$ cat src/rtl/dmem_arb_pkg.sv
// Shared types and defaults for the data-memory port arbiter.
package dmem_arb_pkg;

  localparam int unsigned DATA_W        = 32;
  localparam int unsigned MAX_WAIT_DEF  = 16;
  localparam int unsigned BURST_LEN_DEF = 8;

  typedef enum logic [1:0] {
    S_CPU,
    S_LDR,
    S_FORCE
  } arb_state_e;

  // $clog2 that never yields a zero-width vector (e.g. for a limit of 1).
  function automatic int unsigned clog2_min1(input int unsigned v);
    return ($clog2(v) < 1) ? 1 : $clog2(v);
  endfunction

endpackage

$ cat src/rtl/dmem_bus_arbiter_if.sv
// Bus bundle between CPU MEM stage, UART loader, DataMem and the arbiter.
// The arbiter connects through the slave modport; the environment uses master.
interface dmem_bus_arbiter_if;
  import dmem_arb_pkg::*;

  logic              cpu_rd;
  logic              cpu_wr;
  logic [DATA_W-1:0] cpu_addr;
  logic [DATA_W-1:0] cpu_wdata;
  logic [DATA_W-1:0] cpu_rdata;
  logic              cpu_stall;

  logic              ldr_req;
  logic              ldr_we;
  logic [DATA_W-1:0] ldr_addr;
  logic [DATA_W-1:0] ldr_wdata;
  logic              ldr_ack;
  logic [DATA_W-1:0] ldr_rdata;

  logic              mem_rd;
  logic              mem_wr;
  logic [DATA_W-1:0] mem_addr;
  logic [DATA_W-1:0] mem_wdata;
  logic [DATA_W-1:0] mem_rdata;

  logic              grant_ldr;

  modport master (
    output cpu_rd, cpu_wr, cpu_addr, cpu_wdata,
    output ldr_req, ldr_we, ldr_addr, ldr_wdata,
    output mem_rdata,
    input  cpu_rdata, cpu_stall, ldr_ack, ldr_rdata,
    input  mem_rd, mem_wr, mem_addr, mem_wdata, grant_ldr
  );

  modport slave (
    input  cpu_rd, cpu_wr, cpu_addr, cpu_wdata,
    input  ldr_req, ldr_we, ldr_addr, ldr_wdata,
    input  mem_rdata,
    output cpu_rdata, cpu_stall, ldr_ack, ldr_rdata,
    output mem_rd, mem_wr, mem_addr, mem_wdata, grant_ldr
  );

endinterface

$ cat src/rtl/arb_wait_counter.sv
// Clear/increment counter flagging when it sits at its terminal value.
// Clear wins over increment; callers never increment past TERM.
module arb_wait_counter #(
  parameter int unsigned WIDTH = 4,
  parameter int unsigned TERM  = 15
) (
  input  logic clk,
  input  logic rst_n,
  input  logic clr_i,
  input  logic inc_i,
  output logic term_o
);

  logic [WIDTH-1:0] count_q, count_d;

  // Count register, cleared by asynchronous reset.
  always_ff @(posedge clk or negedge rst_n) begin
    if (!rst_n) count_q <= '0;
    else        count_q <= count_d;
  end

  // Next count: clear has priority over increment.
  always_comb begin
    count_d = count_q;
    if (clr_i)      count_d = '0;
    else if (inc_i) count_d = count_q + WIDTH'(1);
  end

  assign term_o = (count_q == WIDTH'(TERM));

endmodule

$ cat src/rtl/dmem_bus_arbiter.sv
// Arbitrates the single DataMem port between the CPU MEM stage (default
// owner) and the UART loader. Loader bursts are capped at BURST_LEN beats;
// a loader blocked by MAX_WAIT cycles of CPU traffic gets one forced slot.
// Optional build macro ARB_STATS_EN adds stall/forced-slot counters.
module dmem_bus_arbiter
  import dmem_arb_pkg::*;
#(
  parameter int unsigned MAX_WAIT  = MAX_WAIT_DEF,
  parameter int unsigned BURST_LEN = BURST_LEN_DEF
) (
  input  logic              clk,
  input  logic              reset,
  dmem_bus_arbiter_if.slave bus
`ifdef ARB_STATS_EN
  ,
  output logic [31:0]       stall_cycles,
  output logic [15:0]       forced_slots
`endif
);

  localparam int unsigned WAIT_W = clog2_min1(MAX_WAIT);
  localparam int unsigned BEAT_W = $clog2(BURST_LEN) + 1;

  arb_state_e state_q, state_d;
  logic       cpu_act;
  logic       grant;
  logic       stall;
  logic       wait_clr, wait_inc, wait_term;
  logic       beat_clr, beat_inc, beat_term;

  assign cpu_act = bus.cpu_rd | bus.cpu_wr;
  assign grant   = (state_q != S_CPU);
  assign stall   = grant & cpu_act;

  arb_wait_counter #(.WIDTH(WAIT_W), .TERM(MAX_WAIT - 1)) u_wait_cnt (
    .clk    (clk),
    .rst_n  (reset),
    .clr_i  (wait_clr),
    .inc_i  (wait_inc),
    .term_o (wait_term)
  );

  arb_wait_counter #(.WIDTH(BEAT_W), .TERM(BURST_LEN - 1)) u_beat_cnt (
    .clk    (clk),
    .rst_n  (reset),
    .clr_i  (beat_clr),
    .inc_i  (beat_inc),
    .term_o (beat_term)
  );

  // Ownership state register.
  always_ff @(posedge clk or negedge reset) begin
    if (!reset) state_q <= S_CPU;
    else        state_q <= state_d;
  end

  // Next ownership and counter control.
  always_comb begin
    state_d  = state_q;
    wait_clr = 1'b0;
    wait_inc = 1'b0;
    beat_clr = 1'b0;
    beat_inc = 1'b0;
    unique case (state_q)
      S_CPU: begin
        if (bus.ldr_req && !cpu_act) begin
          state_d  = S_LDR;
          wait_clr = 1'b1;
          beat_clr = 1'b1;
        end else if (bus.ldr_req) begin
          if (wait_term) state_d  = S_FORCE;
          else           wait_inc = 1'b1;
        end else begin
          wait_clr = 1'b1;
        end
      end
      S_LDR: begin
        if (!bus.ldr_req || beat_term) begin
          state_d  = S_CPU;
          beat_clr = 1'b1;
        end else begin
          beat_inc = 1'b1;
        end
      end
      S_FORCE: begin
        state_d  = S_CPU;
        wait_clr = 1'b1;
      end
      default: state_d = S_CPU;
    endcase
  end

  // Single-cycle memory: owner's request steers the port combinationally.
  always_comb begin
    bus.grant_ldr = grant;
    bus.cpu_stall = stall;
    bus.ldr_ack   = grant & bus.ldr_req;
    if (grant) begin
      bus.mem_rd    = bus.ldr_req & ~bus.ldr_we;
      bus.mem_wr    = bus.ldr_req & bus.ldr_we;
      bus.mem_addr  = bus.ldr_addr;
      bus.mem_wdata = bus.ldr_wdata;
      bus.ldr_rdata = bus.mem_rdata;
      bus.cpu_rdata = '0;
    end else begin
      bus.mem_rd    = bus.cpu_rd;
      bus.mem_wr    = bus.cpu_wr;
      bus.mem_addr  = bus.cpu_addr;
      bus.mem_wdata = bus.cpu_wdata;
      bus.ldr_rdata = '0;
      bus.cpu_rdata = bus.mem_rdata;
    end
  end

`ifdef ARB_STATS_EN
  logic [31:0] stall_cycles_q;
  logic [15:0] forced_slots_q;

  // Saturating counters of stalled cycles and forced-slot entries.
  always_ff @(posedge clk or negedge reset) begin
    if (!reset) begin
      stall_cycles_q <= '0;
      forced_slots_q <= '0;
    end else begin
      if (stall && stall_cycles_q != '1)
        stall_cycles_q <= stall_cycles_q + 32'd1;
      if (state_q == S_CPU && state_d == S_FORCE && forced_slots_q != '1)
        forced_slots_q <= forced_slots_q + 16'd1;
    end
  end

  assign stall_cycles = stall_cycles_q;
  assign forced_slots = forced_slots_q;
`endif

endmodule

$ cat src/flat_wrapper.sv
// flat-port wrapper written by rule: the top's interface ports become plain ports
module dmem_bus_arbiter_flat import dmem_arb_pkg::*;
#(
  parameter int unsigned MAX_WAIT  = MAX_WAIT_DEF,
  parameter int unsigned BURST_LEN = BURST_LEN_DEF
)
  (clk, reset, bus_cpu_rd, bus_cpu_wr, bus_cpu_addr, bus_cpu_wdata, bus_ldr_req, bus_ldr_we, bus_ldr_addr, bus_ldr_wdata, bus_mem_rdata, bus_cpu_rdata, bus_cpu_stall, bus_ldr_ack, bus_ldr_rdata, bus_mem_rd, bus_mem_wr, bus_mem_addr, bus_mem_wdata, bus_grant_ldr);
  dmem_bus_arbiter_if bus_i ();
  input  logic clk;
  input  logic reset;
  input wire logic [$bits(bus_i.cpu_rd)-1:0] bus_cpu_rd;
  input wire logic [$bits(bus_i.cpu_wr)-1:0] bus_cpu_wr;
  input wire logic [$bits(bus_i.cpu_addr)-1:0] bus_cpu_addr;
  input wire logic [$bits(bus_i.cpu_wdata)-1:0] bus_cpu_wdata;
  input wire logic [$bits(bus_i.ldr_req)-1:0] bus_ldr_req;
  input wire logic [$bits(bus_i.ldr_we)-1:0] bus_ldr_we;
  input wire logic [$bits(bus_i.ldr_addr)-1:0] bus_ldr_addr;
  input wire logic [$bits(bus_i.ldr_wdata)-1:0] bus_ldr_wdata;
  input wire logic [$bits(bus_i.mem_rdata)-1:0] bus_mem_rdata;
  output wire logic [$bits(bus_i.cpu_rdata)-1:0] bus_cpu_rdata;
  output wire logic [$bits(bus_i.cpu_stall)-1:0] bus_cpu_stall;
  output wire logic [$bits(bus_i.ldr_ack)-1:0] bus_ldr_ack;
  output wire logic [$bits(bus_i.ldr_rdata)-1:0] bus_ldr_rdata;
  output wire logic [$bits(bus_i.mem_rd)-1:0] bus_mem_rd;
  output wire logic [$bits(bus_i.mem_wr)-1:0] bus_mem_wr;
  output wire logic [$bits(bus_i.mem_addr)-1:0] bus_mem_addr;
  output wire logic [$bits(bus_i.mem_wdata)-1:0] bus_mem_wdata;
  output wire logic [$bits(bus_i.grant_ldr)-1:0] bus_grant_ldr;
  assign bus_i.cpu_rd = bus_cpu_rd;
  assign bus_i.cpu_wr = bus_cpu_wr;
  assign bus_i.cpu_addr = bus_cpu_addr;
  assign bus_i.cpu_wdata = bus_cpu_wdata;
  assign bus_i.ldr_req = bus_ldr_req;
  assign bus_i.ldr_we = bus_ldr_we;
  assign bus_i.ldr_addr = bus_ldr_addr;
  assign bus_i.ldr_wdata = bus_ldr_wdata;
  assign bus_i.mem_rdata = bus_mem_rdata;
  assign bus_cpu_rdata = bus_i.cpu_rdata;
  assign bus_cpu_stall = bus_i.cpu_stall;
  assign bus_ldr_ack = bus_i.ldr_ack;
  assign bus_ldr_rdata = bus_i.ldr_rdata;
  assign bus_mem_rd = bus_i.mem_rd;
  assign bus_mem_wr = bus_i.mem_wr;
  assign bus_mem_addr = bus_i.mem_addr;
  assign bus_mem_wdata = bus_i.mem_wdata;
  assign bus_grant_ldr = bus_i.grant_ldr;
  dmem_bus_arbiter #(.MAX_WAIT(MAX_WAIT), .BURST_LEN(BURST_LEN)) u_core (.clk(clk), .reset(reset), .bus(bus_i));
endmodule
$ cat config.mk
export PLATFORM = sky130hd
export DESIGN_NAME = dmem_bus_arbiter_flat
export DESIGN_NICKNAME = d
export VERILOG_FILES = /design/src/rtl/dmem_arb_pkg.sv /design/src/rtl/dmem_bus_arbiter_if.sv /design/src/rtl/arb_wait_counter.sv /design/src/rtl/dmem_bus_arbiter.sv /design/src/flat_wrapper.sv
export SDC_FILE = /design/constraint.sdc
export NUM_CORES = 1
export LEC_CHECK = 0
export BUFFER_PORTS_ARGS = -buffer_cell sky130_fd_sc_hd__buf_2
export CAP_MARGIN = 20
export CORE_AREA = 2 2 117 119
export DETAILED_ROUTE_END_ITERATION = 12
export DIE_AREA = 0 0 119 121
export PLACE_DENSITY = 0.57
export SETUP_SLACK_MARGIN = 0.1
export SLEW_MARGIN = 10
export SYNTH_ARGS = -nofsm -noshare
export SYNTH_HDL_FRONTEND = slang
export SYNTH_SLANG_ARGS = --single-unit
$ cat constraint.sdc
create_clock -name clk -period 2.05 [get_ports clk]
set_clock_uncertainty 0.1 [all_clocks]
set_input_delay 0 -clock clk [delete_from_list [all_inputs] [get_ports clk]]
set_output_delay 0 -clock clk [all_outputs]
set_load 0.03 [all_outputs]
# --- Yosys cells after proc, flatten, opt, wreduce, memory -nomap -nowiden ---
# Index checks and enable logic that the tools add are counted.
word_totals:
  latch_bits: 0
  input_bits: 166
  memories: 0
  ramBits: 0
  register_bits: 10
  elab_cells: 54
  mem_bits_ro: 0
classes:
  n_mux: 27
  bitwise_logic: 6
  shift: 0
  n_reduce_logical: 9
  add_sub_neg: 2
  div: 0
  n_eq_ne: 7
  order_cmp: 0
  n_mul: 0
ops:
  columns: ["op", "count"]
  rows:
  - ["32-bit 2-to-1 mux", 4]
  - ["4-bit 2-to-1 mux", 4]
  - ["1-bit 2-to-1 mux", 12]
  - ["4-bit by 1-bit adder with 4-bit output (second input constant)", 2]
  - ["2-bit 2-to-1 mux", 4]
  - ["3-bit by 2-bit inequality test with 1-bit output (second input constant)", 2]
  - ["2-bit nonzero test", 3]
  - ["1-bit AND", 4]
  - ["4-bit by 3-bit == test with 1-bit output (second input constant)", 1]
  - ["4-bit == test (second input constant)", 1]
  - ["1-bit case mux with 2 select lines", 2]
  - ["2-bit case mux with 2 select lines", 1]
  - ["3-bit AND reduction", 1]
  - ["2-bit by 1-bit == test with 1-bit output (second input constant)", 1]
  - ["2-bit == test (second input constant)", 1]
  - ["1-bit zero test", 2]
  - ["2-bit zero test", 1]
  - ["2-bit by 1-bit inequality test with 1-bit output (second input constant)", 1]
  - ["1-bit logical AND", 1]
  - ["1-bit logical OR", 1]
  - ["1-bit NOT", 1]
  - ["1-bit OR", 1]

# --- Longest topological paths before layout ---
# Gate-level depths: netlist (run 1).
depth:
  word_depth: 7
  mapped_depth: 6
  ltp_nobuf: 4

# --- Modules after synthesis ---
# A second synthesis (run 1) with hierarchy kept.
unflattened:
  cells_unflattened: 201
  hier_area_um2: 1824.2
by_module_without_submodules:
  columns: ["mod", "n_inst", "area_each_um2", "seq_area_each_um2", "cells_each"]
  rows:
  - ["dmem_bus_arbiter", 1, 1425.1, 50.0, 166]
  - ["arb_wait_counter (u_core.u_beat_cnt)", 1, 200.2, 100.1, 18]
  - ["arb_wait_counter (u_core.u_wait_cnt)", 1, 198.9, 100.1, 17]

# --- Worst setup path before layout (run 1) ---
# No wires, ideal clock.
synth_timing:
  path_kind: "register -> output"
  startpoint: "register u_core.state_q[1]"
  endpoint: "output bus_ldr_rdata[10]"
  arrival_time_ns: 1.522
  stages_incl_launch_ff: 6
  slack_ns: 0.428
  required_time_ns: 1.950
  cell_sequence: "dfrtp_1 > nor2_1 > buf_2 > inv_1 > clkbuf_1 > and2_1"
synth_via:
  elab_chain_len: 2
synth_rtl:
  columns: ["item", "line_no", "rtl"]
  rows:
  - ["start, declared", "dmem_bus_arbiter.sv:24", "arb_state_e state_q, state_d;"]
  - ["start signal, assigned", "dmem_bus_arbiter.sv:54", "else state_q <= state_d;"]
  - ["2-bit nonzero test", "dmem_bus_arbiter.sv:32", "assign grant = (state_q != S_CPU);"]
  - ["net bus_grant_ldr", "flat_wrapper.sv:28", "output wire logic [$bits(bus_i.grant_ldr)-1:0] bus_grant_ldr;"]
  - ["32-bit 2-to-1 mux", "dmem_bus_arbiter.sv:98", "if (grant) begin"]
  - ["end, declared", "flat_wrapper.sv:23", "output wire logic [$bits(bus_i.ldr_rdata)-1:0] bus_ldr_rdata;"]
# The timed path passes the listed nets, and every way through them passes these cells.

# --- Worst setup path after layout (run 1) ---
layout_timing:
  startpoint: "register u_core.state_q[0]"
  endpoint: "output bus_mem_addr[23]"
layout_via:
  elab_chain_len: 2
layout_rtl:
  columns: ["item", "line_no", "rtl"]
  rows:
  - ["2-bit nonzero test", "dmem_bus_arbiter.sv:32", null]
  - ["32-bit 2-to-1 mux", "dmem_bus_arbiter.sv:98", null]
  - ["end, declared", "flat_wrapper.sv:26", "output wire logic [$bits(bus_i.mem_addr)-1:0] bus_mem_addr;"]
# No other way between the ends.

==> results.yml, run 1 <==
outcome:
  status: "completed"
timing:
  rsz0062_at_grt: "false"
  hold_viol: 0
  finalMaxSlewViolations: 0
  tightestPinTransition_ns: 0.408
  setup_viol: 0
  fin_crit_ns: 1.88
  fmax_mhz: 532
  slew_headroom: 0.727
  final.setup.tns_ns: 0
  fin_hold_ws_ns: 0.0277
  finalCritPeriodShare: 0.917
clock_network:
  cts_tree: "built"
  cts_buffers: 3
  clk_latency_ns: 0.25
  clockBufferDepth: 2
  clockRootBuffer: "clkbuf_16"
  cts.clk_slew.worst_paths_ns: 0.04
  ctsHtreeMaxLevel: 1
  clock-sinks: 10
worst_setup_path:
  reg2reg_to: "u_core.u_wait_cnt.count_q[0]"
  cp.required_ns: 1.95
  worstRegToRegCells: 3
  path_class: "reg -> out"
  r2r_start: "u_core.state_q[1]"
  cp-startpoint: "u_core.state_q[0]"
  start_kind: "flop"
  worstPathArrival_ns: 1.78
  regToRegSetupSlack_ns: 0.45
  endpoint_kind: "output port"
  endpoint: "bus_mem_addr[23]"
  cp_max_fo: 23
placement:
  post-dp-hpwl_um: 8370
  port_buffers: 298
  gp_congestion: 0.822
worst_hold_path:
  hold_path.class: "in -> reg"
drt:
  vias: 2628
  first_pass_iters: 4
  via_per_inst: 3.88
  final_antenna_net_count: 0
  routed_wl_um: 9790
  post_drt_wl_per_cell_um: 14.4
  drc: 0
  first_iter_violations: 107
global_routing:
  grt_pass1_wl_um: 13500
  grt_overflow_total: 0
  grt_usage: 0.120
  grt_use_met3: 0.0197
  antenna_found_initial: 0
  grt_pass1_vias: 2393
  grt_max_degree: 46
  use_met1: 0.163
  grt-busiest-layer: "met2"
  use_met2: 0.200
yosys:
  synth_area_per_cell_um2: 8.72
  ys_seq_elements: 10
  synth_warnings: 0
  synth_edf_count: 0
  syn-num-nets: 370
  synthCells: 202
  synth_area_mm2: 0.00176
  ys_seq_area_frac: 0.142
  ys.flop_type: "dfrtp_1"
  synthArstFlopShare: 1.00
  ys_types: 32
pwr:
  ir_drop_v: 0.000245
  leakage_nw: 2.09
  power_density_mw_per_mm2: 508
final_layout:
  synthToLayoutAreaGrowth_pct: 108
  fin_nets: 671
  postLayoutCoreUtil: 0.280
  diodes: 0
  drive_above_1_share: 0.767
  n_fill_cell: 1415
floorplanning:
  die_width_um: 119
  rows: 42
  die_h_um: 121
  initial_core_util: 0.135
  core_mm2: 0.0131
  io_pins: 299
  dieArea_mm2: 0.0144
job:
  max_cap_viol_count: 0
flip-flops by register name (all words and copies together) (netlist names):
signal,cells
u_core.state_q,2
u_core.u_beat_cnt.count_q,4
u_core.u_wait_cnt.count_q,4
worst min-delay path by stage:
stage                     from                           end  cells past startpoint
floorplan                reset             u_core.state_q[0]                      0
CTS                 bus_cpu_rd             u_core.state_q[0]                      3
global route             reset  u_core.u_beat_cnt.count_q[0]                      2
detailed placement       reset  u_core.u_wait_cnt.count_q[1]                      1
global placement         reset  u_core.u_wait_cnt.count_q[0]                      1
finish              bus_cpu_wr             u_core.state_q[0]                      3
cell usage after synthesis (2+ instances only):
| library cell | n | area share |
|---|---|---|
| nand3_1 | 5 | 0.014 |
| nor2_1 | 5 | 0.011 |
| mux2i_1 | 2 | 0.011 |
| a21oi_1 | 4 | 0.011 |
| and2_1 | 64 | 0.23 |
| and3_1 | 2 | 0.0071 |
| o21ai_0 | 2 | 0.0057 |
| mux2_2 | 65 | 0.42 |
| inv_1 | 3 | 0.0064 |
| ha_1 | 2 | 0.014 |
| buf_2 | 8 | 0.023 |
| nand2_1 | 5 | 0.011 |
| dfrtp_1 | 10 | 0.14 |
| clkbuf_1 | 7 | 0.015 |
where the power goes:
part	switching [mW]	total [mW]	internal (mW)
Clock	0.106	0.401	0.295
Sequential	0.0169	0.231	0.214
Combinational	0.748	1.23	0.480
Total	0.871	1.86	0.989
routing by layer:
layer  share of wire  vias up
met2            0.48      148
li1                -     1301
met1            0.43     1174
met5               0        -
met3           0.083        5
met4          0.0073        0
worst max-delay path: stages, from the launching register on:
cell and delay [ns]:
dfrtp_2 0.45, nor2_4 0.19, buf_4 0.15, buf_12 0.16, mux2_2 0.37, buf_2 0.19
per-stage QoR:
stage          power [mW]  instance area (µm²)  worst slack, ns  std cells
2_1_floorplan       0.993                 1760            0.428        202
3_3_place_gp         1.44                 3480            0.394        665
3_5_place_dp         1.44                 3480            0.380        665
4_1_cts              1.85                 3590            0.111        671
5_1_grt              1.95                 3660            0.122        678
6_report             1.86                 3660            0.170        678
cells by family (layout without fill, tap and decap cells):
group | Yosys count | count (layout) | synth area share
and+or+nand+nor | 91 | 91 | 0.315
muxes | 67 | 67 | 0.427
buffers and inverters | 18 | 318 | 0.0440
AOI/OAI and AO/OA | 14 | 14 | 0.0575
DFF | 10 | 10 | 0.142
adders and majority gates | 2 | 2 | 0.0142
layout by cell type, fill, tap and decap left out, types with 2 or more instances in the layout:
master         synthesis  layout
buf_2                  8     298
nor2_1                 5       4
and2_1                64      64
o21ai_0                2       2
ha_1                   2       2
inv_1                  3       3
and3_1                 2       2
dfrtp_1               10       9
mux2i_1                2       2
nand2_1                5       5
buf_4                  0       7
nand3_1                5       5
buf_12                 0       3
clkbuf_16              0       4
dlygate4sd3_1          0       2
a21oi_1                4       4
mux2_2                65      65
final cells by class:
cell class	instances	area (µm²)	share of cell area
clock buffers	4	88.8	0.0243
inverters	3	11.3	0.00307
multi-input cells	174	1440	0.394
flip-flops and latches	10	251	0.0687
well taps	176	220	0.0601
repair buffers	311	1650	0.450
timing repair:
action,CTS,global route
hold endpoints to repair,11,0
hold buffers,2,0
buffers inserted,0,6
setup endpoints to repair,0,50
resized for setup,0,1
No activity file was read; power rests on OpenSTA's default activity.
==> run 2: changes to the inputs <==
clock period = 1.75 ns   (was 2.05 ns; I/O delays follow)
==> run 2 against run 1 <==
Compared with the run above: the run now ends with negative setup slack left; first-iteration DRC count decreased by 6.5%; die area unchanged; sequential share of layout area is 1.7 points lower; global-route usage is 1.7 points higher; final area increased by 31%; wire length is 24% higher; worst setup slack worse by 0.18 ns; core utilization up 8.8 points; register-to-register slack got worse by 0.24 ns; count of clock-buffer cells in the layout unchanged; hold slack gained 0.021 ns.
==> results.yml, run 2 (synthesis gave the netlist of run 1 again) <==
worst_setup_path:
  r2r_start: "u_core.u_wait_cnt.count_q[0]"
  regToRegSetupSlack_ns: 0.21
  worstPathArrival_ns: 1.66
  critical_path.max_stage_delay_ns: 0.40
  crit_buf_inv: 4
  path_class: "reg -> out"
  start_kind: "flop"
  reg2reg_to: "u_core.u_wait_cnt.count_q[0]"
  cp.required_ns: 1.65
  cp_max_fo: 6
  worst_path_most_repeated_cell: "buf_6"
  endpoint_kind: "output port"
  crit_chain: "nor2_4 -> buf_4 -> buf_12 -> buf_6 -> mux2_2 -> buf_6"
  crit_family: "buffers and inverters"
  worstRegToRegCells: 4
  critPathSlowestCell: "dfrtp_1"
global_routing:
  grt_usage: 0.137
  grt_pass1_vias: 2761
  grt-busiest-layer: "met2"
  antenna_found_initial: 1
  grt_use_met3: 0.0357
  grt_pass1_wl_um: 15500
  use_met1: 0.165
  grt_overflow_total: 0
  use_met2: 0.246
  grt_max_degree: 24
pwr:
  leakage_nw: 2.65
  ir_drop_v: 0.000498
  power_density_mw_per_mm2: 562
  design_power_total_mw: 2.70
job:
  max_cap_viol_count: 0
floorplanning:
  initial_core_util: 0.135
  core_mm2: 0.0131
  io_pins: 299
  rows: 42
  die_width_um: 119
  die_h_um: 121
  dieArea_mm2: 0.0144
timing:
  finalCritPeriodShare: 1.00
  finalWorstSetupSlack_ns: -0.00601
  hold_viol: 0
  fin_hold_ws_ns: 0.0486
  final.setup.tns_ns: -0.0289
  fmax_mhz: 569
  finalMaxSlewViolations: 0
  slew_headroom: 0.836
  rsz0062_at_grt: "true"
  fin_crit_ns: 1.76
  tightestPinTransition_ns: 0.245
  setup_viol: 7
final_layout:
  final_cell_area_mm2: 0.00481
  synthToLayoutAreaGrowth_pct: 173
  seqCellArea_um2: 250
  drive_above_1_share: 0.787
  fin_nets: 685
  layout_commonest_cell: "buf_2"
  postLayoutCoreUtil: 0.368
  instances_no_fill: 692
  top_regs: "u_core.u_beat_cnt.count_q x4, u_core.u_wait_cnt.count_q x4, u_core.state_q x2"
  multi_input_area_mm2: 0.00163
  n_fill_cell: 1313
  diodes: 0
  mostFrequentLayoutCells: "175 x buf_2, 103 x buf_6, 59 x and2_1, 45 x mux2_4, 28 x buf_4"
drt:
  via_per_inst: 4.16
  vias: 2878
  post_drt_wl_per_cell_um: 17.5
  first_pass_iters: 4
  drc: 0
  routed_wl_um: 12100
  final_antenna_net_count: 0
  first_iter_violations: 100
placement:
  dp_cells: 668
  place_area_mm2: 0.00349
  post-dp-hpwl_um: 8370
  port_buffers: 298
  dp_slack_ns: 0.160
  gp_congestion: 0.803
worst_hold_path:
  hold_path.class: "in -> async"
clock_network:
  ctsHtreeMaxLevel: 1
  cts_tree: "built"
  cts_buffers: 3
  clockBufferDepth: 2
  clockRootBuffer: "clkbuf_16"
  clock-sinks: 10
  cts.clk_slew.worst_paths_ns: 0.04
  clk_latency_ns: 0.24
outcome:
  violations: "negative setup slack"
  status: "complete, but fails checks"
[run 2: what timing repair did]
item | 4_1_cts | 5_1_grt
cloned | 4 | 6
pin swaps | 2 | 2
resized for setup | 195 | 113
hold buffers | 2 | 0
buffers inserted | 7 | 3
hold endpoints to repair | 11 | 0
endpoints found under the setup margin | 67 | 123
[run 2: where the power goes]
part           switching (mW)  internal (mW)  total [mW]  leakage (nW)
clock network           0.112          0.344       0.456        0.0442
registers              0.0167          0.251       0.267         0.136
logic                    1.02          0.965        1.98          2.47
[run 2: final cells by class]
class	count	area share
tap	176	0.0458
inverter	3	0.00234
multi-input combinational	174	0.339
timing repair buffer	325	0.542
sequential	10	0.0520
clock buffer	4	0.0185
[run 2: how the worst max path moves through the flow]
stage	endpoint	depth (start not counted)	start
2_1_floorplan	bus_ldr_rdata[10]	5	u_core.state_q[1]
3_3_place_gp	bus_mem_addr[22]	4	u_core.state_q[1]
3_5_place_dp	bus_mem_addr[22]	4	u_core.state_q[1]
4_1_cts	bus_mem_addr[9]	6	u_core.state_q[0]
5_1_grt	bus_mem_wdata[20]	6	u_core.state_q[1]
6_report	bus_mem_addr[3]	6	u_core.state_q[1]
[run 2: worst register-to-register path, cell delays in order (launching register included)]
cell and delay (ns):
dfrtp_1 0.39, ha_1 0.24, and3_1 0.19, a31o_2 0.25, mux2_2 0.26
[run 2: routing by layer]
metal / share of wire / vias up
li1: - / 1333
met1: 0.40 / 1344
met2: 0.49 / 172
met3: 0.085 / 27
met4: 0.025 / 2
met5: 0.0011 / -
